**src/rtl/framebuffer_loader.sv**
```systemverilog
// framebuffer_loader
//   Receives a byte stream from the UART receiver, parses the packet header
//   (SYNC, ADDR_HI, ADDR_LO, LEN_HI, LEN_LO) and writes the payload bytes one
//   after another into the 4096x8 port-A view of the framebuffer.
//
// Ports
//   clk_in          root clock, rising edge
//   reset           synchronous, active-high
//   rx_data[7:0]    received byte, valid while rx_strobe is high
//   rx_strobe       one-cycle pulse per received byte
//   ram_address     port-A byte address (held between writes)
//   ram_data_out    port-A write data   (held between writes)
//   ram_clk_enable  port-A clock enable, high only in a write cycle
//   ram_write       port-A write enable, same timing as ram_clk_enable
//   busy            high whenever the parser is not in IDLE
//   frame_done      one-cycle pulse together with the final payload write
//   error           one-cycle pulse when a stalled packet is abandoned
//
// Handshake: rx_strobe is a valid-only pulse. There is no ready; every
// strobed byte is consumed in the cycle it is presented, and the matching
// write appears on the RAM port in the following cycle.
module framebuffer_loader #(
  parameter logic [7:0]               SYNC_BYTE      = 8'hA5,
  parameter int                       TIMEOUT_WIDTH  = 20,
  parameter logic [TIMEOUT_WIDTH-1:0] TIMEOUT_CYCLES = 20'd1000000
) (
  input  logic        clk_in,
  input  logic        reset,
  input  logic [7:0]  rx_data,
  input  logic        rx_strobe,
  output logic [11:0] ram_address,
  output logic [7:0]  ram_data_out,
  output logic        ram_clk_enable,
  output logic        ram_write,
  output logic        busy,
  output logic        frame_done,
  output logic        error
);

  typedef enum logic [2:0] {
    S_IDLE    = 3'd0,
    S_ADDR_HI = 3'd1,
    S_ADDR_LO = 3'd2,
    S_LEN_HI  = 3'd3,
    S_LEN_LO  = 3'd4,
    S_DATA    = 3'd5
  } state_t;

  // The counter is compared against TIMEOUT_CYCLES-1 so that the abort lands
  // on the edge where the idle count would reach TIMEOUT_CYCLES.
  localparam logic [TIMEOUT_WIDTH-1:0] TIMEOUT_LAST =
    TIMEOUT_CYCLES - TIMEOUT_WIDTH'(1);

  state_t                   state, state_next;
  logic [3:0]               addr_hi, addr_hi_next;
  logic [3:0]               len_hi, len_hi_next;
  logic [11:0]              ptr, ptr_next;
  logic [11:0]              remaining, remaining_next;
  logic [TIMEOUT_WIDTH-1:0] idle_cnt, idle_cnt_next;
  logic [11:0]              address_next;
  logic [7:0]               data_next;
  logic                     write_next;
  logic                     frame_done_next;
  logic                     error_next;
  logic                     timeout_hit;

  // A strobe in the same cycle always beats the timeout.
  assign timeout_hit = !rx_strobe && (state != S_IDLE) && (idle_cnt == TIMEOUT_LAST);

  assign busy = (state != S_IDLE);

  // State and output registers.
  always_ff @(posedge clk_in) begin
    if (reset) begin
      state          <= S_IDLE;
      addr_hi        <= '0;
      len_hi         <= '0;
      ptr            <= '0;
      remaining      <= '0;
      idle_cnt       <= '0;
      ram_address    <= '0;
      ram_data_out   <= '0;
      ram_clk_enable <= 1'b0;
      ram_write      <= 1'b0;
      frame_done     <= 1'b0;
      error          <= 1'b0;
    end else begin
      state          <= state_next;
      addr_hi        <= addr_hi_next;
      len_hi         <= len_hi_next;
      ptr            <= ptr_next;
      remaining      <= remaining_next;
      idle_cnt       <= idle_cnt_next;
      ram_address    <= address_next;
      ram_data_out   <= data_next;
      ram_clk_enable <= write_next;
      ram_write      <= write_next;
      frame_done     <= frame_done_next;
      error          <= error_next;
    end
  end

  // Next-state logic.
  always_comb begin
    state_next = state;
    if (rx_strobe) begin
      case (state)
        S_IDLE:    if (rx_data == SYNC_BYTE) state_next = S_ADDR_HI;
        S_ADDR_HI: state_next = S_ADDR_LO;
        S_ADDR_LO: state_next = S_LEN_HI;
        S_LEN_HI:  state_next = S_LEN_LO;
        S_LEN_LO:  state_next = S_DATA;
        S_DATA:    if (remaining == 12'd0) state_next = S_IDLE;
        default:   state_next = S_IDLE;
      endcase
    end else if (timeout_hit) begin
      state_next = S_IDLE;
    end
  end

  // Datapath / output next values.
  always_comb begin
    addr_hi_next    = addr_hi;
    len_hi_next     = len_hi;
    ptr_next        = ptr;
    remaining_next  = remaining;
    address_next    = ram_address;
    data_next       = ram_data_out;
    write_next      = 1'b0;
    frame_done_next = 1'b0;
    error_next      = 1'b0;

    if (rx_strobe || (state == S_IDLE) || timeout_hit) begin
      idle_cnt_next = '0;
    end else begin
      idle_cnt_next = idle_cnt + TIMEOUT_WIDTH'(1);
    end

    if (rx_strobe) begin
      case (state)
        S_ADDR_HI: addr_hi_next   = rx_data[3:0];
        S_ADDR_LO: ptr_next       = {addr_hi, rx_data};
        S_LEN_HI:  len_hi_next    = rx_data[3:0];
        // remaining holds (bytes left - 1); zero marks the last byte.
        S_LEN_LO:  remaining_next = {len_hi, rx_data};
        S_DATA: begin
          write_next   = 1'b1;
          address_next = ptr;
          data_next    = rx_data;
          ptr_next     = ptr + 12'd1;
          if (remaining == 12'd0) begin
            frame_done_next = 1'b1;
          end else begin
            remaining_next = remaining - 12'd1;
          end
        end
        default: ;
      endcase
    end else if (timeout_hit) begin
      error_next = 1'b1;
    end
  end

endmodule

```
**config.mk**
```make
export PLATFORM = sky130hd
export DESIGN_NAME = framebuffer_loader
export DESIGN_NICKNAME = d
export VERILOG_FILES = /design/src/rtl/framebuffer_loader.sv
export SDC_FILE = /design/constraint.sdc
export NUM_CORES = 1
export LEC_CHECK = 0
export ABC_AREA = 1
export CORE_ASPECT_RATIO = 0.5
export CORE_MARGIN = 2
export CORE_UTILIZATION = 50
export DETAILED_ROUTE_END_ITERATION = 16
export GPL_ROUTABILITY_DRIVEN = 0
export GPL_TIMING_DRIVEN = 0
export PLACE_DENSITY = 0.7
export RECOVER_POWER = 100
export SLEW_MARGIN = 20
export SYNTH_ARGS = -nofsm -noshare
export SYNTH_HDL_FRONTEND = slang
export SYNTH_SLANG_ARGS = --single-unit
export TNS_END_PERCENT = 5
```
**constraint.sdc**
```tcl
create_clock -name clk_in -period 2.55 [get_ports clk_in]
set_clock_uncertainty 0.1 [all_clocks]
set_input_delay 0.6375 -clock clk_in [delete_from_list [all_inputs] [get_ports clk_in]]
set_output_delay 0.6375 -clock clk_in [all_outputs]
set_load 0.02 [all_outputs]
```
# Word-level counts from Yosys, hierarchy flattened
# Index checks and enable logic that the tools add are counted.
dict set report op_classes {
  add_sub_neg 3
  n_mul 0
  div_mod_pow 0
  magnitude_cmp 0
  eq_ne 10
  shifts 0
  n_mux 11
  bitwise 2
  n_reduce_logical 21
}
# op n
set op_table {}
lappend op_table {{$pmux W12 S2} 2}
lappend op_table {{$add A20 B1 Y20 const B} 1}
lappend op_table {{$eq A20 B20 Y1 const B} 1}
lappend op_table {{$pmux W3 S6} 1}
lappend op_table {{$add A12 B1 Y12 const B} 1}
lappend op_table {{$logic_not A12 Y1} 1}
lappend op_table {{$mux W12} 1}
lappend op_table {{$mux W3} 4}
lappend op_table {{$sub A12 B1 Y12 const B} 1}
lappend op_table {{$eq A8 B8 Y1 const B} 1}
lappend op_table {{$reduce_and A2 Y1} 4}
lappend op_table {{$eq A3 B2 Y1 const B} 2}
lappend op_table {{$eq A3 B3 Y1 const B} 2}
lappend op_table {{$ne A3 B3 Y1 const B} 2}
lappend op_table {{$reduce_and A3 Y1} 2}
lappend op_table {{$reduce_bool A2 Y1} 3}
lappend op_table {{$reduce_or A2 Y1} 3}
lappend op_table {{$eq A3 B1 Y1 const B} 1}
lappend op_table {{$logic_not A3 Y1} 1}
lappend op_table {{$mux W1} 3}
lappend op_table {{$reduce_bool A3 Y1} 1}
lappend op_table {{$reduce_or A3 Y1} 1}
lappend op_table {{$logic_and A1 B1 Y1} 2}
lappend op_table {{$logic_or A1 B1 Y1} 2}
lappend op_table {{3 further kinds} 4}
dict set report word_totals {
  reg_bits 78
  latchBits 0
  ram_bits 0
  mem_bits_ro 0
  out_inout_bits 25
  memories 0
}

# Logic depth before layout (Yosys ltp)
# Gate-level depths: netlist of the first run.
dict set report depth {
  depth_word 5
  depth_mapped 12
}

# Worst setup path before layout of the first run
# No wires, ideal clock.
dict set report synth_path {
  kind {input -> register}
  startpoint {input rx_strobe}
  endpoint {register remaining[2]}
  setup_time_ns 0.116
  t_arrival_ns 1.361
  required_ns 2.334
  setup_slack_ns 0.973
  cell_stages 7
  path_cell_list {inv_1 > nor2_8 > nand2_2 > nand2_4 > buf_6 > nand3_1 > o211a_1}
}
dict set report synth_between {
  elab_chain_len 1
}
# element line_no
set synth_rtl {}
lappend synth_rtl {{start: declaration} 30} ;# input logic rx_strobe,
lappend synth_rtl {{$reduce_and A3 Y1 (no line)} -}
lappend synth_rtl {{end signal: assignment} 92} ;# remaining <= remaining_next;
lappend synth_rtl {{end: declaration} 58} ;# logic [11:0] remaining, remaining_next;
# No other way between the ends.
# A chain may end at the register's enable or synchronous reset.

# Worst setup path in the final report of the first run
dict set report layout_path {
  startpoint {register state[0]}
  endpoint {output busy}
}
dict set report layout_between {
  elab_chain_len 1
}
# element line_no
set layout_rtl {}
lappend layout_rtl {{start: declaration} 54} ;# state_t state, state_next;
lappend layout_rtl {{start signal: assignment} 88} ;# state <= state_next;
lappend layout_rtl {{$reduce_bool A3 Y1} 70} ;# assign busy = (state != S_IDLE);
lappend layout_rtl {{end: declaration} 35} ;# output logic busy,
# No other way between the ends.

==> run summary, run 1 <==
The routed design uses 527 µm of met3 wire. TritonCTS built the clock tree. The number of buffer and inverter stages on the critical path came out at 1.

The flow ran to the end, and the final reports show no timing, DRC or antenna violations. The run gives 0 as the final setup violation count. The library cells used most frequently in the layout, excluding fill and tap cells, are sky130_fd_sc_hd__nand2_1 (105), sky130_fd_sc_hd__nor2_1 (95), sky130_fd_sc_hd__dfxtp_1 (78). After detailed routing, the number of remaining DRC violations is 0.

For this block, the initial DRC count from the detailed router was 283. The met2 wire length is 4.159 mm, and the sequential fraction of the synthesis area is 0.4066. In this run the deepest clock path goes through 2 buffers. Fraction of final layout cells with drive strength greater than 1: 0.06046.

The logs give 0 for the remaining number of nets flagged by the antenna check after routing and 561 for the count of mapped cells out of synthesis. The count of endpoints failing hold in the final timing report is 0. In the post-synthesis netlist, the biggest area contributors are sky130_fd_sc_hd__dfxtp_1 (41%), sky130_fd_sc_hd__nand2_1 (10%), sky130_fd_sc_hd__nor2_1 (9.3%).

The total chip power came out at 3.035 mW. The final clock period utilization by the worst path was 0.9286; the areal power density over the cells was 656.5 nW/µm². In this run the top signal layer used is met4.

The first global-routing pass estimated 15.59 mm of wire. Measured along the x axis, the die boundary spans 127.9 µm. Number of global-route vias before repair: 3304.

Data on the critical path is required at its endpoint by 1.81 ns. The most common cell after layout, fill and taps aside was sky130_fd_sc_hd__nand2_1. The starting density of the core is 0.5205, and the total wirelength of the detailed-routed design is 9.527 mm.

The run gives 0.34 ns as the worst-skew pair later-pin latency. At the placement stage, the worst setup path has a slack of 0.1087 ns. In this design, the stage delay of the slowest critical-path cell is 0.55 ns. The launching element type of the critical path was a flip-flop. The number of antenna repair diodes is 0. The tightest min-delay check is of the flip-flop to flip-flop type. The tree built by TritonCTS fans out to 78 sinks.

Setup repair after global routing left no endpoint under its margin. Entering global routing, the biggest net connects 15 pins. The count of pins over their slew limit is 0. For the routed metal-1 wire length, the log shows 4.745 mm. Across the run, the number of max-cap violations was 0. The wire-length estimate of the detail-placed layout is 6.855 mm.

The post-synthesis to final-layout area growth was 20.40%. Before antenna repair, the detailed router went through 5 iterations. Synthesis instantiated 33 different standard cells from the library.

Along the worst path, the maximum fanout reaches 6. The tools report the cell row count as 22. The kind of cell adding the most delay to the critical path was buffers and inverters. Combined area of all synthesized cells: 3840 µm². STA classifies the critical path endpoint as an output pin.

Yosys printed 0 warnings. Based on the critical path, the design can be clocked at up to 0.4223 GHz. Pin placement for this block handled 36 I/O pins. Global routing finished with a remaining overflow of 0.

The tree is rooted in a sky130_fd_sc_hd__clkbuf_16. The die covers 8439 µm². The number of clock buffers added by TritonCTS is 9.

Among all stages on the critical path, the largest delay is contributed by sky130_fd_sc_hd__clkdlybuf4s50_1. Buffers inserted to repair hold after CTS numbered 0. Count of input and output buffers: 35. The number of antenna violations at the first check in global routing was 0; the total number of vias was 3661. The detailed-route vias per instance was 5.171. For the final routed database, the setup TNS stands at 0 ns. In the post-route analysis, the smallest setup slack over all paths is 0.1820 ns.

The tools report the leakage power as 2.025 nW. The max-slew headroom at the worst pin is 0.6399, and the slew of the pin with the lowest slew margin is 0.5401 ns. The average cell area after synthesis is 6.845 µm². The net count after synthesis was 576; the H-tree depth was 3.

After detailed routing, the average wire length per cell comes to 13.46 µm. The number of resized instances in the post-cts repair step was 0. Counting I/O delays and the setup requirement, the final critical path takes 2.368 ns.

After clock tree synthesis, the clock-pin slew on the worst setup and hold paths is 0.06 ns. The number of synthesized register bits is 78. By startpoint and endpoint, the worst setup path is classified as flip-flop to output pin. The area share of the largest cell type after synthesis was 0.4066.

IR analysis of the VDD net gives a maximum drop of 0.0004394 V. From bottom edge to top edge, the die measures 65.97 µm. The run gives 622 as the net count reported at finish. The total core area was 7377 µm². The critical path goes through nor2_1 > nand2_1 > clkdlybuf4s50_1. Data arrives at the worst endpoint at 1.63 ns.

The tools report the post-CTS setup repair buffer count as 0. The total global routing track utilization came out at 0.2419. The most area-hungry cell type in the Yosys netlist is sky130_fd_sc_hd__dfxtp_1.
[synthesized netlist by cell type]
master,instances
sky130_fd_sc_hd__dfxtp_1,78
sky130_fd_sc_hd__xor2_1,12
sky130_fd_sc_hd__a21boi_0,1
sky130_fd_sc_hd__a31oi_1,2
sky130_fd_sc_hd__nand2_2,2
sky130_fd_sc_hd__o211ai_2,1
sky130_fd_sc_hd__nand2_4,2
sky130_fd_sc_hd__buf_6,5
sky130_fd_sc_hd__nor2_1,95
sky130_fd_sc_hd__ha_1,4
sky130_fd_sc_hd__o21ai_0,56
sky130_fd_sc_hd__nor2_8,1
sky130_fd_sc_hd__xnor2_1,1
sky130_fd_sc_hd__or2_2,2
sky130_fd_sc_hd__o21ai_1,1
sky130_fd_sc_hd__o22ai_1,2
sky130_fd_sc_hd__mux2i_1,1
sky130_fd_sc_hd__nand3b_1,3
sky130_fd_sc_hd__nor4_1,1
sky130_fd_sc_hd__buf_4,1
sky130_fd_sc_hd__o211a_1,1
sky130_fd_sc_hd__nand4_1,7
sky130_fd_sc_hd__inv_1,65
sky130_fd_sc_hd__inv_4,2
sky130_fd_sc_hd__o211ai_1,1
sky130_fd_sc_hd__buf_2,4
sky130_fd_sc_hd__a21oi_1,43
sky130_fd_sc_hd__nor2_2,3
sky130_fd_sc_hd__nor3_1,8
sky130_fd_sc_hd__nand3_1,43
sky130_fd_sc_hd__nand2_1,104
sky130_fd_sc_hd__nand3_2,1
sky130_fd_sc_hd__clkbuf_1,8
[layout make-up]
| type | count | area, µm² |
|---|---|---|
| Buffer | 18 | 105.1 |
| Clock buffer | 9 | 225.2 |
| Clock inverter | 7 | 98.84 |
| Fill cell | 713 | 2754 |
| Inverter | 67 | 256.5 |
| Multi-Input combinational cell | 398 | 1906 |
| Sequential cell | 78 | 1562 |
| Tap cell | 96 | 120.1 |
| Timing Repair Buffer | 35 | 350.3 |
[cell families after synthesis]
kind of cell    share of synthesized area
compound gates                     0.1466
xor+xnor                          0.02965
fa+ha+maj                         0.01303
buf+inv                           0.09645
flops                              0.4066
mux                              0.002607
simple gates                       0.3050
[routing by layer]
layer | vias up | GRT usage
met2 | 76 | 0.3824
li1 | 1906 | -
met3 | 12 | 0.07362
met5 | - | 0
met1 | 1667 | 0.3247
met4 | 0 | 0.06181
[report_power, final]
part / internal [mW] / switching (mW)
logic: 0.124 / 0.227
registers: 1.26 / 0.0319
clock network: 0.860 / 0.535
total: 2.24 / 0.794
[path summary, 6_finish.rpt]
path	end	startpoint	slack, ns	depth (start not counted)
max	busy	state[0]	0.18	3
min	idle_cnt[0]	idle_cnt[0]	0.35	1
max reg2reg	idle_cnt[11]	idle_cnt[0]	0.69	8
min reg2reg	idle_cnt[0]	idle_cnt[0]	0.35	1
[state kept, by name, summed over array words and instances (netlist names)]
signal / count
error: 1
remaining: 12
frame_done: 1
ram_write: 1
state: 3
len_hi: 4
ptr: 12
ram_data_out: 8
addr_hi: 4
idle_cnt: 20
ram_address: 12
[worst register-to-register path, cell delays in order, from the launching register on]
cell,delay (ns)
sky130_fd_sc_hd__dfxtp_1,0.35
sky130_fd_sc_hd__ha_1,0.18
sky130_fd_sc_hd__nand2_1,0.05
sky130_fd_sc_hd__inv_1,0.10
sky130_fd_sc_hd__nand3_1,0.13
sky130_fd_sc_hd__nand3b_1,0.21
sky130_fd_sc_hd__nand3_1,0.11
sky130_fd_sc_hd__clkbuf_1,0.41
sky130_fd_sc_hd__nor2_1,0.10
[per-stage QoR]
| stage | hold WS [ns] | instances | area (µm²) | util |
|---|---|---|---|---|
| floorplan | 0.3175 | 561 | 3840 | - |
| global placement | 0.3305 | 692 | 4310 | 0.5843 |
| detailed placement | 0.3438 | 692 | 4310 | 0.5843 |
| CTS | 0.3527 | 708 | 4634 | 0.6282 |
| global route | 0.3687 | 708 | 4623 | 0.6267 |
| finish | 0.3534 | 708 | 4623 | 0.6267 |
Power figures use the tool's default switching activity.
==> run 2, diff against run 1 <==
--- a/config.mk
+++ b/config.mk
@@ -6,6 +6,7 @@
 export NUM_CORES = 1
 export LEC_CHECK = 0
 export ABC_AREA = 1
+export CAP_MARGIN = 10
 export CORE_ASPECT_RATIO = 0.5
 export CORE_MARGIN = 2
 export CORE_UTILIZATION = 50
==> results of run 2 <==
Final layout, timing and power as in run 1 (identical DEF).
==> run 3, diff against run 2 <==
--- a/config.mk
+++ b/config.mk
@@ -15,7 +15,6 @@
 export GPL_TIMING_DRIVEN = 0
 export PLACE_DENSITY = 0.7
 export RECOVER_POWER = 100
-export SLEW_MARGIN = 20
 export SYNTH_ARGS = -nofsm -noshare
 export SYNTH_HDL_FRONTEND = slang
 export SYNTH_SLANG_ARGS = --single-unit
==> results of run 3 <==
Final layout, timing and power as in run 1 (identical DEF).
